--- src/rtl/isa_pkg.sv ---
// ISA encodings, field positions and decode bundle shared by the ID stage.
// The ID_FWD_EN build macro is consumed by id_stage, not here.
package isa_pkg;

    localparam int WORD_ADDR_W = 30;
    localparam int WORD_DATA_W = 32;

    localparam int OPC_MSB = 31;
    localparam int OPC_LSB = 26;
    localparam int RA_MSB  = 25;
    localparam int RA_LSB  = 21;
    localparam int RB_MSB  = 20;
    localparam int RB_LSB  = 16;
    localparam int RC_MSB  = 15;
    localparam int RC_LSB  = 11;
    localparam int IMM_MSB = 15;
    localparam int IMM_LSB = 0;

    typedef enum logic [5:0] {
        OP_ADD   = 6'h00,
        OP_SUB   = 6'h01,
        OP_AND   = 6'h02,
        OP_OR    = 6'h03,
        OP_XOR   = 6'h04,
        OP_SHLL  = 6'h05,
        OP_SHRL  = 6'h06,
        OP_ADDI  = 6'h08,
        OP_ADDUI = 6'h09,
        OP_ANDI  = 6'h0A,
        OP_ORI   = 6'h0B,
        OP_XORI  = 6'h0C,
        OP_LDW   = 6'h10,
        OP_STW   = 6'h11,
        OP_BE    = 6'h18,
        OP_BNE   = 6'h19,
        OP_BSR   = 6'h1A,
        OP_JR    = 6'h1B
    } opcode_t;

    // ALU_NOP passes operand 0 through unchanged.
    typedef enum logic [3:0] {
        ALU_NOP  = 4'd0,
        ALU_ADD  = 4'd1,
        ALU_SUB  = 4'd2,
        ALU_AND  = 4'd3,
        ALU_OR   = 4'd4,
        ALU_XOR  = 4'd5,
        ALU_SHLL = 4'd6,
        ALU_SHRL = 4'd7
    } alu_op_t;

    typedef enum logic [1:0] {
        MEM_NOP = 2'd0,
        MEM_LDW = 2'd1,
        MEM_STW = 2'd2
    } mem_op_t;

    typedef enum logic [2:0] {
        BR_NONE = 3'd0,
        BR_BE   = 3'd1,
        BR_BNE  = 3'd2,
        BR_BSR  = 3'd3,
        BR_JR   = 3'd4
    } br_kind_t;

    typedef enum logic [1:0] {
        DST_NONE = 2'd0,
        DST_RB   = 2'd1,
        DST_RC   = 2'd2,
        DST_LINK = 2'd3
    } dst_sel_t;

    typedef struct packed {
        alu_op_t     alu_op;
        mem_op_t     mem_op;
        br_kind_t    br;
        dst_sel_t    dst_sel;
        logic        imm_sel;
        logic        link;
        logic        use_ra;
        logic        use_rb;
        logic        we;
        logic        illegal;
        logic [31:0] imm;
    } dec_t;

    function automatic logic [WORD_ADDR_W-1:0] sext_imm30(
        input logic [15:0] imm
    );
        return {{(WORD_ADDR_W-16){imm[15]}}, imm};
    endfunction

endpackage

--- src/rtl/id_decoder.sv ---
// Combinational opcode decode into control fields and extended immediate.
module id_decoder
    import isa_pkg::*;
(
    input  logic [5:0]  i_opcode,
    input  logic [15:0] i_imm,
    output dec_t        o_dec
);

    logic [31:0] w_sext;
    logic [31:0] w_zext;

    assign w_sext = {{16{i_imm[15]}}, i_imm};
    assign w_zext = {16'h0000, i_imm};

    always_comb begin
        o_dec         = '0;
        o_dec.alu_op  = ALU_NOP;
        o_dec.mem_op  = MEM_NOP;
        o_dec.br      = BR_NONE;
        o_dec.dst_sel = DST_NONE;
        o_dec.imm     = w_zext;
        unique case (i_opcode)
            OP_ADD, OP_SUB, OP_AND, OP_OR,
            OP_XOR, OP_SHLL, OP_SHRL: begin
                o_dec.use_ra  = 1'b1;
                o_dec.use_rb  = 1'b1;
                o_dec.we      = 1'b1;
                o_dec.dst_sel = DST_RC;
            end
            OP_ADDI, OP_ADDUI, OP_ANDI,
            OP_ORI, OP_XORI: begin
                o_dec.use_ra  = 1'b1;
                o_dec.imm_sel = 1'b1;
                o_dec.we      = 1'b1;
                o_dec.dst_sel = DST_RB;
            end
            OP_LDW: begin
                o_dec.use_ra  = 1'b1;
                o_dec.imm_sel = 1'b1;
                o_dec.we      = 1'b1;
                o_dec.dst_sel = DST_RB;
                o_dec.mem_op  = MEM_LDW;
            end
            OP_STW: begin
                o_dec.use_ra  = 1'b1;
                o_dec.use_rb  = 1'b1;
                o_dec.imm_sel = 1'b1;
                o_dec.mem_op  = MEM_STW;
            end
            OP_BE: begin
                o_dec.use_ra = 1'b1;
                o_dec.use_rb = 1'b1;
                o_dec.br     = BR_BE;
            end
            OP_BNE: begin
                o_dec.use_ra = 1'b1;
                o_dec.use_rb = 1'b1;
                o_dec.br     = BR_BNE;
            end
            OP_BSR: begin
                o_dec.link    = 1'b1;
                o_dec.we      = 1'b1;
                o_dec.dst_sel = DST_LINK;
                o_dec.br      = BR_BSR;
            end
            OP_JR: begin
                o_dec.use_ra = 1'b1;
                o_dec.br     = BR_JR;
            end
            default: o_dec.illegal = 1'b1;
        endcase

        unique case (i_opcode)
            OP_ADD, OP_ADDI, OP_ADDUI,
            OP_LDW, OP_STW:       o_dec.alu_op = ALU_ADD;
            OP_SUB:               o_dec.alu_op = ALU_SUB;
            OP_AND, OP_ANDI:      o_dec.alu_op = ALU_AND;
            OP_OR, OP_ORI:        o_dec.alu_op = ALU_OR;
            OP_XOR, OP_XORI:      o_dec.alu_op = ALU_XOR;
            OP_SHLL:              o_dec.alu_op = ALU_SHLL;
            OP_SHRL:              o_dec.alu_op = ALU_SHRL;
            default:              o_dec.alu_op = ALU_NOP;
        endcase

        // Only ADDI and the address calculations sign-extend.
        if (i_opcode inside {OP_ADDI, OP_LDW, OP_STW})
            o_dec.imm = w_sext;
    end

endmodule

--- src/rtl/id_stage.sv ---
// Decode stage: operand read, branch resolve, load-use hazard, ID/EX reg.
// Define ID_FWD_EN to bypass ALU results from EX instead of stalling.
module id_stage
    import isa_pkg::*;
#(
    parameter int GPR_ADDR_W = 5,
    parameter int LINK_REG   = 31
) (
    input  logic                   clk,
    input  logic                   rst,
    input  logic                   stall,
    input  logic                   flush,
    input  logic [WORD_ADDR_W-1:0] if_pc,
    input  logic [WORD_DATA_W-1:0] if_insn,
    input  logic                   if_en,
    output logic [GPR_ADDR_W-1:0]  gpr_rd_addr_0,
    output logic [GPR_ADDR_W-1:0]  gpr_rd_addr_1,
    input  logic [WORD_DATA_W-1:0] gpr_rd_data_0,
    input  logic [WORD_DATA_W-1:0] gpr_rd_data_1,
    input  logic                   ex_en,
    input  logic                   ex_gpr_we_,
    input  logic [GPR_ADDR_W-1:0]  ex_dst_addr,
    input  logic [WORD_DATA_W-1:0] ex_fwd_data,
    output logic                   br_taken,
    output logic [WORD_ADDR_W-1:0] br_addr,
    output logic                   ld_hazard,
    output logic [WORD_ADDR_W-1:0] id_pc,
    output logic                   id_en,
    output logic [3:0]             id_alu_op,
    output logic [WORD_DATA_W-1:0] id_alu_in_0,
    output logic [WORD_DATA_W-1:0] id_alu_in_1,
    output logic [1:0]             id_mem_op,
    output logic [WORD_DATA_W-1:0] id_mem_wr_data,
    output logic [GPR_ADDR_W-1:0]  id_dst_addr,
    output logic                   id_gpr_we_,
    output logic                   id_illegal
);

    logic [WORD_ADDR_W-1:0] r_pc;
    logic                   r_en;
    alu_op_t                r_alu_op;
    logic [WORD_DATA_W-1:0] r_alu_in_0;
    logic [WORD_DATA_W-1:0] r_alu_in_1;
    mem_op_t                r_mem_op;
    logic [WORD_DATA_W-1:0] r_wr_data;
    logic [GPR_ADDR_W-1:0]  r_dst_addr;
    logic                   r_gpr_we_;
    logic                   r_illegal;

    dec_t                   w_dec;
    logic [GPR_ADDR_W-1:0]  w_ra;
    logic [GPR_ADDR_W-1:0]  w_rb;
    logic [GPR_ADDR_W-1:0]  w_rc;
    logic [15:0]            w_imm;
    logic [GPR_ADDR_W-1:0]  w_dst;
    logic [WORD_DATA_W-1:0] w_ra_data;
    logic [WORD_DATA_W-1:0] w_rb_data;
    logic [WORD_DATA_W-1:0] w_alu_in_0;
    logic [WORD_DATA_W-1:0] w_alu_in_1;
    logic                   w_ra_hit;
    logic                   w_rb_hit;
    logic                   w_ld_hazard;
    logic                   w_eq;
    logic                   w_cond;
    logic [WORD_ADDR_W-1:0] w_br_rel;
    logic [WORD_ADDR_W-1:0] w_tgt;
    logic                   w_taken;
    logic                   w_load;

    assign w_ra  = if_insn[RA_MSB:RA_LSB];
    assign w_rb  = if_insn[RB_MSB:RB_LSB];
    assign w_rc  = if_insn[RC_MSB:RC_LSB];
    assign w_imm = if_insn[IMM_MSB:IMM_LSB];

    assign gpr_rd_addr_0 = w_ra;
    assign gpr_rd_addr_1 = w_rb;

    id_decoder u_dec (
        .i_opcode (if_insn[OPC_MSB:OPC_LSB]),
        .i_imm    (w_imm),
        .o_dec    (w_dec)
    );

    always_comb begin
        case (w_dec.dst_sel)
            DST_RB:   w_dst = w_rb;
            DST_RC:   w_dst = w_rc;
            DST_LINK: w_dst = GPR_ADDR_W'(LINK_REG);
            default:  w_dst = '0;
        endcase
    end

    assign w_ra_hit = w_dec.use_ra & (w_ra == r_dst_addr);
    assign w_rb_hit = w_dec.use_rb & (w_rb == r_dst_addr);

`ifdef ID_FWD_EN
    logic w_fwd_ok;

    // Only non-load results exist in EX in time to be bypassed.
    assign w_fwd_ok = r_en & ~r_gpr_we_ & (r_mem_op != MEM_LDW)
                    & ex_en & ~ex_gpr_we_
                    & (ex_dst_addr == r_dst_addr);

    assign w_ra_data = (w_fwd_ok & (w_ra == r_dst_addr))
                     ? ex_fwd_data : gpr_rd_data_0;
    assign w_rb_data = (w_fwd_ok & (w_rb == r_dst_addr))
                     ? ex_fwd_data : gpr_rd_data_1;

    assign w_ld_hazard = r_en & (r_mem_op == MEM_LDW) & if_en
                       & (w_ra_hit | w_rb_hit);
`else
    logic w_unused;

    assign w_unused = ^{ex_en, ex_gpr_we_, ex_dst_addr, ex_fwd_data};

    assign w_ra_data = gpr_rd_data_0;
    assign w_rb_data = gpr_rd_data_1;

    assign w_ld_hazard = r_en & ~r_gpr_we_ & if_en
                       & (w_ra_hit | w_rb_hit);
`endif

    assign w_eq     = (w_ra_data == w_rb_data);
    assign w_br_rel = if_pc + sext_imm30(w_imm);

    always_comb begin
        w_cond = 1'b0;
        w_tgt  = '0;
        case (w_dec.br)
            BR_BE: begin
                w_cond = w_eq;
                w_tgt  = w_br_rel;
            end
            BR_BNE: begin
                w_cond = ~w_eq;
                w_tgt  = w_br_rel;
            end
            BR_BSR: begin
                w_cond = 1'b1;
                w_tgt  = w_br_rel;
            end
            BR_JR: begin
                w_cond = 1'b1;
                w_tgt  = w_ra_data[31:2];
            end
            default: ;
        endcase
    end

    assign w_taken = if_en & w_cond & ~w_ld_hazard & ~stall & ~flush;

    assign br_taken  = w_taken;
    assign br_addr   = w_taken ? w_tgt : '0;
    assign ld_hazard = w_ld_hazard;

    assign w_alu_in_0 = w_dec.link ? {if_pc, 2'b00} : w_ra_data;
    assign w_alu_in_1 = w_dec.imm_sel ? w_dec.imm : w_rb_data;

    assign w_load = if_en & ~flush & ~w_ld_hazard;

    always_ff @(posedge clk) begin
        if (rst) begin
            r_pc       <= '0;
            r_en       <= 1'b0;
            r_alu_op   <= ALU_NOP;
            r_alu_in_0 <= '0;
            r_alu_in_1 <= '0;
            r_mem_op   <= MEM_NOP;
            r_wr_data  <= '0;
            r_dst_addr <= '0;
            r_gpr_we_  <= 1'b1;
            r_illegal  <= 1'b0;
        end else if (!stall) begin
            r_pc       <= if_pc;
            r_alu_op   <= w_dec.alu_op;
            r_alu_in_0 <= w_alu_in_0;
            r_alu_in_1 <= w_alu_in_1;
            r_wr_data  <= w_rb_data;
            r_dst_addr <= w_dst;
            if (w_load) begin
                r_en      <= 1'b1;
                r_gpr_we_ <= ~w_dec.we;
                r_mem_op  <= w_dec.mem_op;
                r_illegal <= w_dec.illegal;
            end else begin
                r_en      <= 1'b0;
                r_gpr_we_ <= 1'b1;
                r_mem_op  <= MEM_NOP;
                r_illegal <= 1'b0;
            end
        end
    end

    assign id_pc          = r_pc;
    assign id_en          = r_en;
    assign id_alu_op      = r_alu_op;
    assign id_alu_in_0    = r_alu_in_0;
    assign id_alu_in_1    = r_alu_in_1;
    assign id_mem_op      = r_mem_op;
    assign id_mem_wr_data = r_wr_data;
    assign id_dst_addr    = r_dst_addr;
    assign id_gpr_we_     = r_gpr_we_;
    assign id_illegal     = r_illegal;

endmodule
--- config.mk ---
export PLATFORM = sky130hd
export DESIGN_NAME = id_stage
export DESIGN_NICKNAME = d
export VERILOG_FILES = /design/src/rtl/isa_pkg.sv /design/src/rtl/id_decoder.sv /design/src/rtl/id_stage.sv
export SDC_FILE = /design/constraint.sdc
export NUM_CORES = 1
export LEC_CHECK = 0
export BUFFER_PORTS_ARGS = -buffer_cell sky130_fd_sc_hd__buf_2
export CORE_MARGIN = 5
export CORE_UTILIZATION = 35
export CTS_CLUSTER_SIZE = 16
export DETAILED_ROUTE_END_ITERATION = 7
export GPL_TIMING_DRIVEN = 0
export HOLD_SLACK_MARGIN = 0.03
export PLACE_DENSITY = 0.65
export SLEW_MARGIN = 20
export SYNTH_ARGS = -nofsm -noshare
export SYNTH_HDL_FRONTEND = slang
export SYNTH_SLANG_ARGS = --single-unit
export TNS_END_PERCENT = 10
--- constraint.sdc ---
create_clock -name clk -period 3.2 [get_ports clk]
set_input_delay 0.16 -clock clk [delete_from_list [all_inputs] [get_ports clk]]
set_output_delay 0.16 -clock clk [all_outputs]
set_load 0.01 [all_outputs]
==> impl_results.rst <==
.. list-table::
   :header-rows: 1

   * - Metric
     - Value
   * - Status
     - finished clean
   * - Total routing usage reported by global routing
     - about a quarter
   * - DIE HEIGHT
     - roughly 160 µm
   * - Number of antenna violations at the first check in global routing
     - 2
   * - Setup Viol. Count Final
     - 0
   * - Initial detailed-routing violation count
     - 633
   * - Total wire length
     - about 37000 µm
   * - Number of nets produced by synthesis
     - 1258
   * - Post-layout minimum cycle time
     - approximately 3.1 ns
   * - PortBufs
     - roughly 310
   * - Count of filler cells inserted in the layout
     - approximately 2400
   * - Critical Path Fanout Max
     - 7
   * - Vias per inst
     - ~5.3
   * - Total power
     - 5.00 mW
   * - Post-Route Skew
     - between 0.007 and 0.008 ns
   * - Final ANT Viol Nets
     - 0
   * - Data required time at the worst endpoint
     - slightly above 3 ns
   * - Slew Limit Fails
     - 0
   * - Total power density per cell area
     - between 400 and 500 nW/µm²
   * - Worst IR Drop VDD
     - 0.293 mV
   * - Count of final hold-check violations
     - 0
   * - Cells after Synth
     - roughly 1100
   * - Source-to-sink clock delay at the later pin of the worst-skew pair
     - between 0.4 and 0.5 ns
   * - Clock-pin slew of the registers on the worst-case setup and hold paths
     - 0.06 ns
   * - Number of core rows
     - between 50 and 60
   * - Via count
     - around 9300
   * - Cell at the root of the clock tree
     - sky130_fd_sc_hd__clkbuf_16
   * - Average wire per cell in the routed design
     - roughly 21 µm
   * - Crit. End Element
     - output pin
   * - Standard cell core area
     - between 20000 and 25000 µm²
   * - Transition time of the tightest slew-check pin
     - between 1 and 1.5 ns
   * - Max-capacitance violation count
     - 0
   * - Pre-antenna DRT Iters
     - 5
   * - Final estimated routing congestion in global placement
     - 0.909
   * - Number of buffers on the longest clock path
     - 2
   * - TritonCTS clock tree
     - yes
   * - Synthesis Warnings
     - 0
   * - Sort of element at the start of the critical path
     - input port
   * - Share of layout cells above drive strength 1
     - 28.6%
   * - CTS buffer count
     - 17
   * - Post-Route Setup TNS
     - 0 ns
   * - Flip-flop and latch count after synthesis
     - 139
   * - Sequential share of the synthesized area
     - between 30% and 40%
   * - Min-delay worst type
     - input port to flip-flop
   * - Reported leakage power
     - 5.48 nW
   * - Clock sinks
     - about 140
   * - H-tree Lvls
     - 4
   * - Residual DRC
     - 0
   * - Post-synth cell types
     - 56
   * - Maximum number of pins on one net before global-route repair
     - 19
   * - Dpl hpwl
     - between 20000 and 30000 µm
   * - Final net count
     - 1628
   * - Worst rel slew slack
     - a little under a third
   * - Arrival time at the worst endpoint
     - 2.96 ns
   * - Die outline area
     - 26700 µm²
   * - Async set or reset register ratio after synthesis
     - 0%
   * - Final global-route overflow total
     - 0
   * - Post-route fraction of the period consumed by the critical path
     - between 90% and 100%
   * - Synthesized cell area
     - between 8000 and 9000 µm²
   * - Top flip-flop cell by instance count after synthesis
     - sky130_fd_sc_hd__dfxtp_1
   * - Area delta synth->final
     - 38.6%
   * - Startpoint-to-endpoint class of the critical path
     - input port to output pin
   * - Diode insertion count for antenna repair
     - 0
   * - Initial standard-cell utilization of the core
     - between 30% and 40%
   * - Die width
     - ~160 µm
   * - Vias in the first global route
     - ~9000
   * - Fmax achieved
     - ~320 MHz
   * - Syn Area/Cell
     - slightly below 8 µm²
   * - Number of flops mapped to enable cells by yosys
     - 0
   * - First-pass GRT wire length
     - about 53000 µm
   * - Io pins
     - approximately 350
placed cells by master (no fill, tap or decap), types with 21 or more instances in the layout:
cell,instances
sky130_fd_sc_hd__a22oi_1,25
sky130_fd_sc_hd__nand3_1,37
sky130_fd_sc_hd__buf_4,21
sky130_fd_sc_hd__a21oi_1,154
sky130_fd_sc_hd__xor2_1,47
sky130_fd_sc_hd__nor2_1,185
sky130_fd_sc_hd__dlygate4sd3_1,35
sky130_fd_sc_hd__clkbuf_1,50
sky130_fd_sc_hd__ha_1,30
sky130_fd_sc_hd__dfxtp_1,139
sky130_fd_sc_hd__buf_2,301
sky130_fd_sc_hd__mux2i_1,80
sky130_fd_sc_hd__nand2_1,72
metal layers:
layer	up-vias	share of wire [%]	track usage [%]
li1	4402	-	-
met1	4342	41	33.1
met2	446	45	42.9
met3	85	9.3	7.85
met4	4	4.0	10.9
met5	-	0.038	0
kinds of logic after synthesis:
family / Yosys count / synth area share, %
and+or+nand+nor: 374 / 19.9
AOI/OAI and AO/OA: 258 / 18.7
DFF: 139 / 33.8
buffers and inverters: 99 / 5.33
muxes: 80 / 9.72
xor gates and xnor gates: 67 / 7.12
adders and majority gates: 35 / 5.41
other: 1 / 0.0455
cell usage after synthesis, drive strengths merged, types with 2 or more instances:
cell type	number	area, µm²
o21ai	22	110
a22oi	25	188
a21o	15	113
nand4	7	43.8
nand2b	9	56.3
a21oi	156	785
a2111oi	4	35.0
xor2	47	412
dfxtp	139	2780
and3	4	25.0
nor4b	2	32.5
a31oi	3	18.8
o21a	4	30.0
o211ai	5	37.5
ha	34	425
nand3	37	185
nor3	11	55.1
and4	2	17.5
clkbuf	49	184
a32oi	5	43.8
nor2	208	801
and2	3	18.8
a211oi	5	42.5
o21bai	3	22.5
buf	33	191
nor4	11	68.8
a211o	2	17.5
inv	17	63.8
mux2i	80	801
xnor2	20	175
o221ai	2	17.5
nand2	72	270
through the flow:
stage | instances | util (%) | worst slack, ns | instance area [µm²] | hold slack, ns
2_1_floorplan | 1053 | - | 0.379 | 8240 | 0.304
4_1_cts | 1756 | 48.6 | 0.0156 | 11300 | 0.0301
5_1_grt | 1755 | 48.9 | -0.0353 | 11400 | 0.0352
3_3_place_gp | 1681 | 43.7 | -0.432 | 10200 | 0.440
6_report | 1755 | 48.9 | 0.0816 | 11400 | 0.0397
3_5_place_dp | 1681 | 43.7 | -0.438 | 10200 | 0.449
flip-flops by register name, summed over array words and instances, names as in the netlist:
register	flops
id_gpr_we_	1
id_en	1
id_alu_in_1	32
id_alu_in_0	32
id_mem_wr_data	32
id_pc	30
id_alu_op	3
id_dst_addr	5
id_mem_op	2
id_illegal	1
final timing paths:
check                         from  slack [ns]  cells after the start                end
setup / recovery       if_insn[26]        0.08                     16        br_addr[12]
hold / removal    gpr_rd_data_1[8]        0.04                      3  id_mem_wr_data[8]
setup reg to reg    id_dst_addr[3]        1.11                     10       id_mem_op[0]
hold reg to reg    id_alu_in_1[15]        0.48                      2    id_alu_in_1[15]
where the power goes:
part	total (mW)	switching (mW)	leakage, nW	internal (mW)
registers	1.88	0.0502	1.14	1.83
clock network	1.95	0.846	0.269	1.10
logic	1.17	0.700	4.07	0.467
total	5.00	1.60	5.48	3.40
repair_timing:
item	in CTS	in global routing
resized for setup	43	22
setup buffers	6	1
gates cloned	3	0
endpoints found under the hold margin	35	0
hold buffers	35	0
pin swaps	6	7
endpoints found under the setup margin	31	31
cell type report:
type | instances | area, µm² | share of cell area [%]
Clock inverter | 11 | 111 | 0.975
Inverter | 17 | 63.8 | 0.559
Tap cell | 319 | 399 | 3.50
Clock buffer | 21 | 450 | 3.94
Timing Repair Buffer | 354 | 2050 | 17.9
Sequential cell | 139 | 2780 | 24.4
Multi-Input combinational cell | 815 | 5170 | 45.3
Buffer | 79 | 387 | 3.39
critical path, cell delays in order:
cell,delay (ns)
sky130_fd_sc_hd__buf_6,0.10
sky130_fd_sc_hd__inv_2,0.04
sky130_fd_sc_hd__ha_2,0.17
sky130_fd_sc_hd__buf_6,0.11
sky130_fd_sc_hd__or4_1,0.45
sky130_fd_sc_hd__a41o_1,0.28
sky130_fd_sc_hd__a211oi_2,0.20
sky130_fd_sc_hd__o21bai_1,0.11
sky130_fd_sc_hd__and4b_4,0.21
sky130_fd_sc_hd__nor4b_4,0.19
sky130_fd_sc_hd__buf_4,0.18
sky130_fd_sc_hd__o2111ai_4,0.11
sky130_fd_sc_hd__buf_12,0.20
sky130_fd_sc_hd__buf_6,0.14
sky130_fd_sc_hd__nor2_1,0.12
sky130_fd_sc_hd__buf_4,0.16
No activity file was read; power rests on OpenSTA's default activity.
